===== config.mk =====
export PLATFORM = sky130hd
export DESIGN_NAME = sub4b_serial
export DESIGN_NICKNAME = d
export VERILOG_FILES = /design/src/rtl/sub4b_serial_pkg.sv /design/src/rtl/sub4b_serial_sub1bcc.sv /design/src/rtl/sub4b_serial.sv
export SDC_FILE = /design/constraint.sdc
export NUM_CORES = 1
export LEC_CHECK = 0
export BUFFER_PORTS_ARGS = -buffer_cell sky130_fd_sc_hd__buf_4
export CAP_MARGIN = 0
export CORE_ASPECT_RATIO = 1.25
export CORE_UTILIZATION = 47
export DETAILED_ROUTE_END_ITERATION = 7
export PLACE_DENSITY = 0.76
export SYNTH_ARGS = -nofsm -noshare
export SYNTH_HDL_FRONTEND = slang
export SYNTH_SLANG_ARGS = --single-unit

===== constraint.sdc =====
create_clock -name clk -period 1.2 [get_ports clk]
set_input_delay 0.24 -clock clk [delete_from_list [all_inputs] [get_ports clk]]
set_output_delay 0.24 -clock clk [all_outputs]
set_load 0.05 [all_outputs]

===== src/rtl/sub4b_serial_pkg.sv =====
// sub4b_serial_pkg: shared state encoding and default width for the
// bit-serial subtractor and its 1-bit cell.
// Ports: none (package only).
package sub4b_serial_pkg;

  // Default operand/result width
  localparam int NB_DEFAULT = 4;

  typedef enum logic [1:0] {
    ST_IDLE = 2'd0,
    ST_RUN  = 2'd1,
    ST_DONE = 2'd2
  } state_e;

endpackage : sub4b_serial_pkg


===== src/rtl/sub4b_serial_sub1bcc.sv =====
// sub1bcc: combinational 1-bit full subtractor (A - B - Bi_in).
// Ports: A, B, Bi_in (borrow in) -> D (difference bit), Bout (borrow out).
// Counterpart of the lab's 1-bit full-adder cell; no state, zero latency.
module sub1bcc (
  input  logic A,
  input  logic B,
  input  logic Bi_in,
  output logic D,
  output logic Bout
);

  assign D    = A ^ B ^ Bi_in;
  // Borrow when B exceeds A, or when A==B and a borrow is already pending
  assign Bout = (~A & B) | (~(A ^ B) & Bi_in);

endmodule : sub1bcc


===== src/rtl/sub4b_serial.sv =====
// sub4b_serial: bit-serial unsigned subtractor Ai - Bi, LSB first, one bit per clock.
// Ports: clk, rst_n (async active-low), start, Ai, Bi in; busy, done, Di_n, Bo_n out.
// Latency nb+1 cycles to done; start is ignored while busy. Di_n/Bo_n are active-low LED drives.
module sub4b_serial
  import sub4b_serial_pkg::*;
#(
  parameter int nb = NB_DEFAULT
) (
  input  logic          clk,
  input  logic          rst_n,
  input  logic          start,
  input  logic [nb-1:0] Ai,
  input  logic [nb-1:0] Bi,
  output logic          busy,
  output logic          done,
  output logic [nb-1:0] Di_n,
  output logic          Bo_n
);

  localparam int            CW       = (nb > 1) ? $clog2(nb) : 1;
  localparam logic [CW-1:0] CNT_LAST = CW'(nb - 1);

  state_e          state_q, state_d;
  logic [nb-1:0]   a_sr_q, a_sr_d;
  logic [nb-1:0]   b_sr_q, b_sr_d;
  logic [nb-1:0]   res_q, res_d;
  logic [nb-1:0]   di_n_q, di_n_d;
  logic            br_q, br_d;
  logic            bo_n_q, bo_n_d;
  logic [CW-1:0]   cnt_q, cnt_d;

  logic            cell_d;
  logic            cell_bout;
  logic [nb-1:0]   res_shift;

  // Single shared cell: operates on the current LSBs and the stored borrow
  sub1bcc u_cell (
    .A     (a_sr_q[0]),
    .B     (b_sr_q[0]),
    .Bi_in (br_q),
    .D     (cell_d),
    .Bout  (cell_bout)
  );

  // Result fills from the MSB side so the LSB-first bits land in place after nb shifts
  assign res_shift = {cell_d, res_q[nb-1:1]};

  always_comb begin
    state_d = state_q;
    a_sr_d  = a_sr_q;
    b_sr_d  = b_sr_q;
    res_d   = res_q;
    br_d    = br_q;
    cnt_d   = cnt_q;
    di_n_d  = di_n_q;
    bo_n_d  = bo_n_q;

    case (state_q)
      ST_IDLE: begin
        if (start) begin
          a_sr_d  = Ai;
          b_sr_d  = Bi;
          res_d   = '0;
          br_d    = 1'b0;
          cnt_d   = '0;
          state_d = ST_RUN;
        end
      end
      ST_RUN: begin
        a_sr_d = {1'b0, a_sr_q[nb-1:1]};
        b_sr_d = {1'b0, b_sr_q[nb-1:1]};
        res_d  = res_shift;
        br_d   = cell_bout;
        cnt_d  = cnt_q + 1'b1;
        // Outputs only update on the final bit, so they hold steady during RUN
        if (cnt_q == CNT_LAST) begin
          di_n_d  = ~res_shift;
          bo_n_d  = ~cell_bout;
          state_d = ST_DONE;
        end
      end
      ST_DONE: state_d = ST_IDLE;
      default: state_d = ST_IDLE;
    endcase
  end

  always_ff @(posedge clk or negedge rst_n) begin
    if (!rst_n) begin
      state_q <= ST_IDLE;
      a_sr_q  <= '0;
      b_sr_q  <= '0;
      res_q   <= '0;
      br_q    <= 1'b0;
      cnt_q   <= '0;
      di_n_q  <= '1;
      bo_n_q  <= 1'b1;
    end else begin
      state_q <= state_d;
      a_sr_q  <= a_sr_d;
      b_sr_q  <= b_sr_d;
      res_q   <= res_d;
      br_q    <= br_d;
      cnt_q   <= cnt_d;
      di_n_q  <= di_n_d;
      bo_n_q  <= bo_n_d;
    end
  end

  // Decoded straight from the state register, so reset clears them immediately
  assign busy = (state_q != ST_IDLE);
  assign done = (state_q == ST_DONE);
  assign Di_n = di_n_q;
  assign Bo_n = bo_n_q;

endmodule : sub4b_serial


Word-level counts from Yosys, hierarchy flattened
Cells that the tools add are included.
{"block": "word_totals", "regBits": 22, "in_bits": 11, "output_inout_bits": 7, "word_cells": 42}
{"block": "classes", "n_addsub": 1, "n_eq_ne": 5, "mux": 13, "bitwise_logic": 9, "reduce_logical": 6}
{"operator": "$pmux 4 s2", "count": 3}
{"operator": "$mux 4", "count": 3}
{"operator": "$pmux 2 s2", "count": 2}
{"operator": "$mux 2", "count": 3}
{"operator": "$reduce_and 2->1", "count": 3}
{"operator": "$eq 2x2->1 const B", "count": 2}
{"operator": "$ne 2x2->1 const B", "count": 2}
{"operator": "$not 4->4", "count": 1}
{"operator": "$reduce_bool 2->1", "count": 2}
{"operator": "$not 1->1", "count": 3}
{"operator": "$add 2x1->2 const B", "count": 1}
{"operator": "$and 1x1->1", "count": 2}
{"operator": "$eq 2x1->1 const B", "count": 1}
{"operator": "$logic_not 2->1", "count": 1}
{"operator": "$pmux 1 s2", "count": 1}
{"operator": "$xor 1x1->1", "count": 2}
{"operator": "$mux 1", "count": 1}
{"operator": "$or 1x1->1", "count": 1}

Depth between registers and ports, before layout
Gate-level depths: netlist of the first run.
{"block": "depth", "word_depth": 5, "depth_mapped": 5}

Modules after synthesis
A second synthesis of the first run with hierarchy kept.
{"block": "hier_totals", "hier_cells": 78, "area_unflattened_um2": 1011.0}
{"module": "sub4b_serial", "instances": 1, "cells_per_inst": 74, "area_each_um2": 979.7, "seq_area_each_um2": 531.8}
{"module": "sub1bcc", "instances": 1, "cells_per_inst": 4, "area_each_um2": 31.3, "seq_area_each_um2": 0.0}

Worst setup path after synthesis of the first run
No wires, ideal clock.
{"block": "synth_path", "path_kind": "flip-flop to output port", "from": "reg state_q[0]", "to": "out done", "t_arrival_ns": 1.298, "required_ns": 0.960, "setup_slack_ns": -0.338, "stages_incl_launch_ff": 4, "path_buffers": 2, "cell_sequence": "dfrtp_1 buf_6 buf_4 nor2_1"}
{"block": "synth_between", "elab_chain_len": 1}
{"element": "start: declaration", "line_no": "sub4b_serial.sv:23", "rtl": "state_e state_q, state_d;"}
{"element": "start signal: assignment", "line_no": "sub4b_serial.sv:98", "rtl": "state_q <= state_d;"}
{"element": "$eq 2x2->1", "line_no": "sub4b_serial.sv:111", "rtl": "assign done = (state_q == ST_DONE);"}
{"element": "end: declaration", "line_no": "sub4b_serial.sv:15", "rtl": "output logic done,"}
Every way passes these cells.

Worst setup path after layout of the first run
{"block": "layout_path", "from": "reg state_q[0]", "to": "out busy"}
{"block": "layout_between", "elab_chain_len": 1}
{"element": "$reduce_bool 2->1", "line_no": "sub4b_serial.sv:110", "rtl": "assign busy = (state_q != ST_IDLE);"}
{"element": "end: declaration", "line_no": "sub4b_serial.sv:14", "rtl": "output logic busy,"}
Every way passes these cells.

==> metrics.csv, run 1 <==
metric,value,unit
status,finished with violations,
failing checks,setup timing,
die span in y,52.0,um
Synth warnings,0,
power per cell area,3030,nW/um^2
Final Skew,3.13,ps
number of synthesized flops with an enable pin,0,
worst endpoint data arrival time,1180,ps
Hold Path Class,in -> reg,
first-pass GRT wire length,3350,um
io pins,18,
critical path data required time,960,ps
Worst Tran Pin Value,275,ps
row cnt,17,
endpoints failing setup,18,
pin count of the biggest net entering global routing,22,
DR iter-0 viols,9,
# clock sinks,21,
RSZ-0062 raised after global routing,true,
RePlAce Congestion,0.756,
GRT Total Usage,20.3,%
maximum VDD drop,1.54,mV
Final nets,131,
Synth Flop Type,dfrtp_1,
setup TNS,-1670,ps
Final Critical Period,1420,ps
clock-pin slew on the worst setup and hold paths,120,ps
Max Freq,705,MHz
top-count cell post-synth,dfrtp_1,
Yosys top cell by area,dfrtp_1,
Synth cell types,23,
Slew headroom,81.7,%
Core Footprint,1830,um^2
kind of critical path,reg -> out,
Post-Syn Area,940,um^2
maximum root-to-sink buffer count,2,
Synth area leaders,"dfrtp_1 43%, dfstp_2 14%, o21ai_0 5.3%",
CP startpoint kind,flip-flop,
post-detail-place hpwl,1300,um
crit path max-delay cell type,dfrtp_2,
overflow left after global routing,0,
CTS tree,done,
TritonRoute pass-1 iters,4,
die area,2180,um^2
initial antenna violation count,0,
root buf cell,clkbuf_4,
Die X,42.0,um
Routed Antenna Nets,0,
sequential fraction of the synthesis area,56.6,%
total power,4.23,mW
CTS Buf Count,3,
Slew Limit Fails,0,
Yosys reg bits,21,
H-tree level count,1,
share of post-route cells with drive strength above 1,59.8,%
Pleak,0.633,nW
Final Hold Fails,0,
Setup crit end kind,primary output,
final wirelength,2150,um
Final period util,118,%
vias per std cell,5.65,
"Async S/R FF share, synth",100,%
PortBufs,17,
max incr delay on CP,450,ps
DR WL/cell,15.8,um
Area Overhead vs Synth,48.9,%
Final Worst Setup Slack,-218,ps
vias in the first global route,768,
area share of the largest cell type after synthesis,42.6,%
worst-path fanout max,3,
DR vias,768,
max-cap violation count,0,
Synth Instances,82,
Starting Density,51.4,%
n_diodes,0,
worst-skew pair later-pin latency,310,ps
synth cell count leaders,"16 x dfrtp_1, 10 x o21ai_0, 8 x nand2_1",
worst path cell trace,or2_4 > buf_8,
syn nets,95,
Post-Syn Area per Cell,11.5,um^2
final routed DRC violation total,0,
flip-flops by register name, indices dropped and copies added, names as in the netlist:
name / cells
br_q: 1
res_q: 3
cnt_q: 2
Di_n: 4
a_sr_q: 4
b_sr_q: 4
state_q: 2
Bo_n: 1
power by group:
part	total, mW	switching, mW	internal (mW)
Clock	0.345	0.220	0.124
Combinational	2.48	1.27	1.21
Sequential	1.41	0.297	1.11
Total	4.23	1.79	2.45
critical path: cells and delay by family, from the launching register on:
kind / cells / cell delay (ps)
AND/OR/NAND/NOR: 1 / 270
flip-flops: 1 / 450
buffers and inverters: 1 / 150
per-stage QoR:
step / utilization, % / cells / hold WS, ps / setup slack [ps] / area (um^2)
after floorplan: - / 82 / -55.6 / 7.21 / 947
after global placement: 61.7 / 123 / 132 / 0.128 / 1130
after detailed placement: 61.7 / 123 / 135 / -41.8 / 1130
after CTS: 70.9 / 134 / 172 / -206 / 1300
after global routing: 76.5 / 136 / 198 / -242 / 1400
final: 76.5 / 136 / 185 / -218 / 1400
per-layer routing:
metal  up-vias  global-route usage [%]  share of wire, %
li1        365                       -                 -
met1       378                    24.9                41
met2        19                    36.2                54
met3         6                    2.43               2.7
met4         0                    8.06               2.6
met5         -                       0                 0
cells by family after synthesis:
group,after synthesis,synth area share (%)
buf+inv,8,5.19
compound gates,28,21.0
mux,1,1.20
flops,21,56.6
simple gates,22,12.5
fa+ha+maj,2,3.46
cell type report:
cell class,instances,area (um^2)
Timing Repair Buffer,34,318
Tap cell,19,23.8
Multi-Input combinational cell,53,474
Clock buffer,3,22.5
Sequential cell,21,534
Clock inverter,1,5.00
Fill cell,119,430
Inverter,5,21.3
layout by cell type, fill, tap and decap left out, types with 2 or more instances in the layout:
master    instances
buf_4            22
dfrtp_1          14
nor2_1            6
nand2_1           6
o21ai_2           6
buf_6             6
dfstp_2           5
o32ai_2           5
o22ai_1           5
buf_8             5
a22o_1            4
o21ai_0           4
inv_1             3
clkbuf_4          3
nand2b_4          2
nand2_2           2
dfrtp_2           2
repair_timing:
action,in CTS,in global routing
pin swaps,2,3
gates cloned,0,0
endpoints found under the setup margin,9,25
endpoints found under the hold margin,16,0
hold buffers,1,0
gates resized for setup,26,24
setup buffers,6,3
final timing paths:
path	start	endpoint	slack [ps]	cells after the start
worst max register to register	state_q[1]$_DFFE_PN0P_	Di_n[3]$_DFFE_PN1P_	-120	4
worst min-delay path	Bi[3]	b_sr_q[3]$_DFFE_PN0P_	190	3
worst max-delay path	state_q[0]$_DFFE_PN0P_	busy	-220	2
max in group asynchronous	rst_n	Di_n[0]$_DFFE_PN1P_	600	2
min in group asynchronous	rst_n	res_q[2]$_DFFE_PN0P_	340	2
worst min register to register	res_q[1]$_DFFE_PN0P_	Di_n[0]$_DFFE_PN1P_	460	1
Note: power is estimated with default switching activity, not from simulation.
==> inputs of run 2 (changes only) <==
--- a/config.mk
+++ b/config.mk
@@ -8,9 +8,10 @@
 export BUFFER_PORTS_ARGS = -buffer_cell sky130_fd_sc_hd__buf_4
 export CAP_MARGIN = 0
 export CORE_ASPECT_RATIO = 1.25
-export CORE_UTILIZATION = 47
+export CORE_UTILIZATION = 45
 export DETAILED_ROUTE_END_ITERATION = 7
-export PLACE_DENSITY = 0.76
+export PLACE_DENSITY = 0.7
+export RECOVER_POWER = 50
 export SYNTH_ARGS = -nofsm -noshare
 export SYNTH_HDL_FRONTEND = slang
 export SYNTH_SLANG_ARGS = --single-unit
==> metrics.csv, run 2 (same netlist as run 1, synthesis figures left out) <==
metric,value,unit,change
max-cap violation count,0,,unchanged
Comb pwr share,59.0,%,+0.4 points
share of post-route cells with drive strength above 1,56.7,%,-3.2 points
worst-path fanout max,4,,+1
Pleak,0.644,nW,+1.7%
Slew Limit Fails,0,,unchanged
RePlAce Congestion,0.695,,-8.1%
Setup crit end kind,primary output,,
crit path max-delay cell type,dfrtp_2,,
overflow left after global routing,0,,unchanged
Final period util,118,%,-0.29 points
P_int,2.51,mW,+2.5%
kind of critical path,reg -> out,,
root buf cell,clkbuf_4,,
hold slack,167,ps,-18.9 ps
pre-CTS setup slack,-36.0,ps,+5.76 ps
CTS tree,done,,
worst-skew pair later-pin latency,300,ps,about the same
"most common cell after layout, fill and taps aside",buf_4,,
PortBufs,17,,unchanged
Post-DP Area,1140,um^2,+1.4%
CP startpoint kind,flip-flop,,
Layout Utilization,71.6,%,-4.9 points
io pins,18,,unchanged
final routed DRC violation total,0,,unchanged
maximum VDD drop,1.67,mV,+8.3%
Final Worst Setup Slack,-214,ps,+3.51 ps
max incr delay on CP,450,ps,about the same
first-pass GRT wire length,3280,um,-2.1%
DR vias,775,,+0.91%
Slew headroom,66.5,%,-15 points
cell family with most CP delay,flip-flops,,
worst endpoint data arrival time,1170,ps,about the same
worst path cell trace,or2_4 > buf_8,,
Final nets,134,,+2.3%
final wirelength,2230,um,+3.3%
clock share of power,7.8,%,-0.3 points
Die X,42.9,um,+2.1%
Worst Tran Pin Value,502,ps,+227 ps
TritonRoute pass-1 iters,4,,unchanged
maximum root-to-sink buffer count,2,,unchanged
Sw Share,41.6,%,-0.61 points
most frequent cells in the layout,"23 x buf_4, 14 x dfrtp_1, 6 x buf_6, 6 x buf_8",,
critical path data required time,960,ps,about the same
Hold Path Class,in -> reg,,
Area Overhead vs Synth,51.0,%,
RSZ-0062 raised after global routing,true,,
vias per std cell,5.54,,-2.0%
initial antenna violation count,0,,unchanged
n_diodes,0,,unchanged
Reg power frac,33.2,%,about the same
row cnt,18,,+1
Final Hold Fails,0,,unchanged
pin count of the biggest net entering global routing,22,,unchanged
# clock sinks,21,,unchanged
failing checks,setup timing,,
NetSw,1.79,mW,about the same
H-tree level count,1,,unchanged
die span in y,53.1,um,+2.1%
status,finished with violations,,
post-detail-place hpwl,1390,um,+6.8%
Core Footprint,1980,um^2,+8.3%
CTS Buf Count,3,,unchanged
clock-pin slew on the worst setup and hold paths,110,ps,about the same
Routed Antenna Nets,0,,unchanged
DR WL/cell,15.9,um,+0.34%
Starting Density,47.4,%,-4.0 points
DR iter-0 viols,9,,unchanged
power per cell area,3030,nW/um^2,about the same
setup TNS,-1420,ps,+251 ps
Max Freq,707,MHz,+0.25%
Final Critical Period,1410,ps,-3.51 ps
vias in the first global route,757,,-1.4%
die area,2280,um^2,+4.3%
GRT Total Usage,19.6,%,-0.68 points
Final Cell Area,1420,um^2,+1.4%
CP bufs+invs,1,,unchanged
endpoints failing setup,20,,+2
Final Skew,2.70,ps,-0.424 ps
[run 2: final cells by class]
type                    instances  area [um^2]
repair buffers                 37          345
inverters                       5         18.8
well taps                      20         25.0
flip-flops and latches         21          534
fillers                       134          563
multi-input cells              53          469
clock buffers                   4         26.3
[run 2: path summary, 6_finish.rpt]
check | depth (start not counted) | endpoint | start | slack (ps)
max | 2 | busy | state_q[1]$_DFFE_PN0P_ | -210
min | 3 | b_sr_q[3]$_DFFE_PN0P_ | Bi[3] | 170
max reg2reg | 5 | b_sr_q[1]$_DFFE_PN0P_ | state_q[1]$_DFFE_PN0P_ | -170
min reg2reg | 1 | Di_n[0]$_DFFE_PN1P_ | res_q[1]$_DFFE_PN0P_ | 440
max in group asynchronous | 2 | state_q[0]$_DFFE_PN0P_ | rst_n | 410
min in group asynchronous | 2 | cnt_q[0]$_DFFE_PN0P_ | rst_n | 420
[run 2: repair_timing]
| item | 4_1_cts | 5_1_grt |
|---|---|---|
| hold buffers | 1 | 0 |
| gates cloned | 0 | 1 |
| pin swaps | 2 | 7 |
| setup buffers | 4 | 5 |
| resized for setup | 18 | 30 |
| endpoints found under the setup margin | 10 | 23 |
| hold endpoints to repair | 16 | 0 |
[run 2: power groups by stage]
stage | registers (mW) | logic [mW] | clock network, mW
floorplan | 1.61 | 1.02 | 0
global placement | 1.34 | 1.76 | 0
detailed placement | 1.36 | 1.83 | 0
CTS | 1.38 | 2.09 | 0.343
global route | 1.46 | 2.70 | 0.365
finish | 1.43 | 2.53 | 0.336
[run 2: per-layer routing]
| layer | global-route usage (%) | routed length (um) |
|---|---|---|
| met1 | 24.3 | 921 |
| met2 | 34.6 | 1200 |
| met3 | 2.05 | 67 |
| met4 | 7.81 | 39 |
| met5 | 0 | 0 |
[run 2: worst min-delay path, stage by stage]
cell and delay [ps]:
buf_4 100, nand2_1 50, o21ai_1 50
[run 2: per-stage QoR]
step | total power, mW | cells
3_3_place_gp | 3.10 | 126
3_5_place_dp | 3.19 | 126
5_1_grt | 4.53 | 140
4_1_cts | 3.81 | 134
6_report | 4.29 | 140
2_1_floorplan | 2.63 | 82
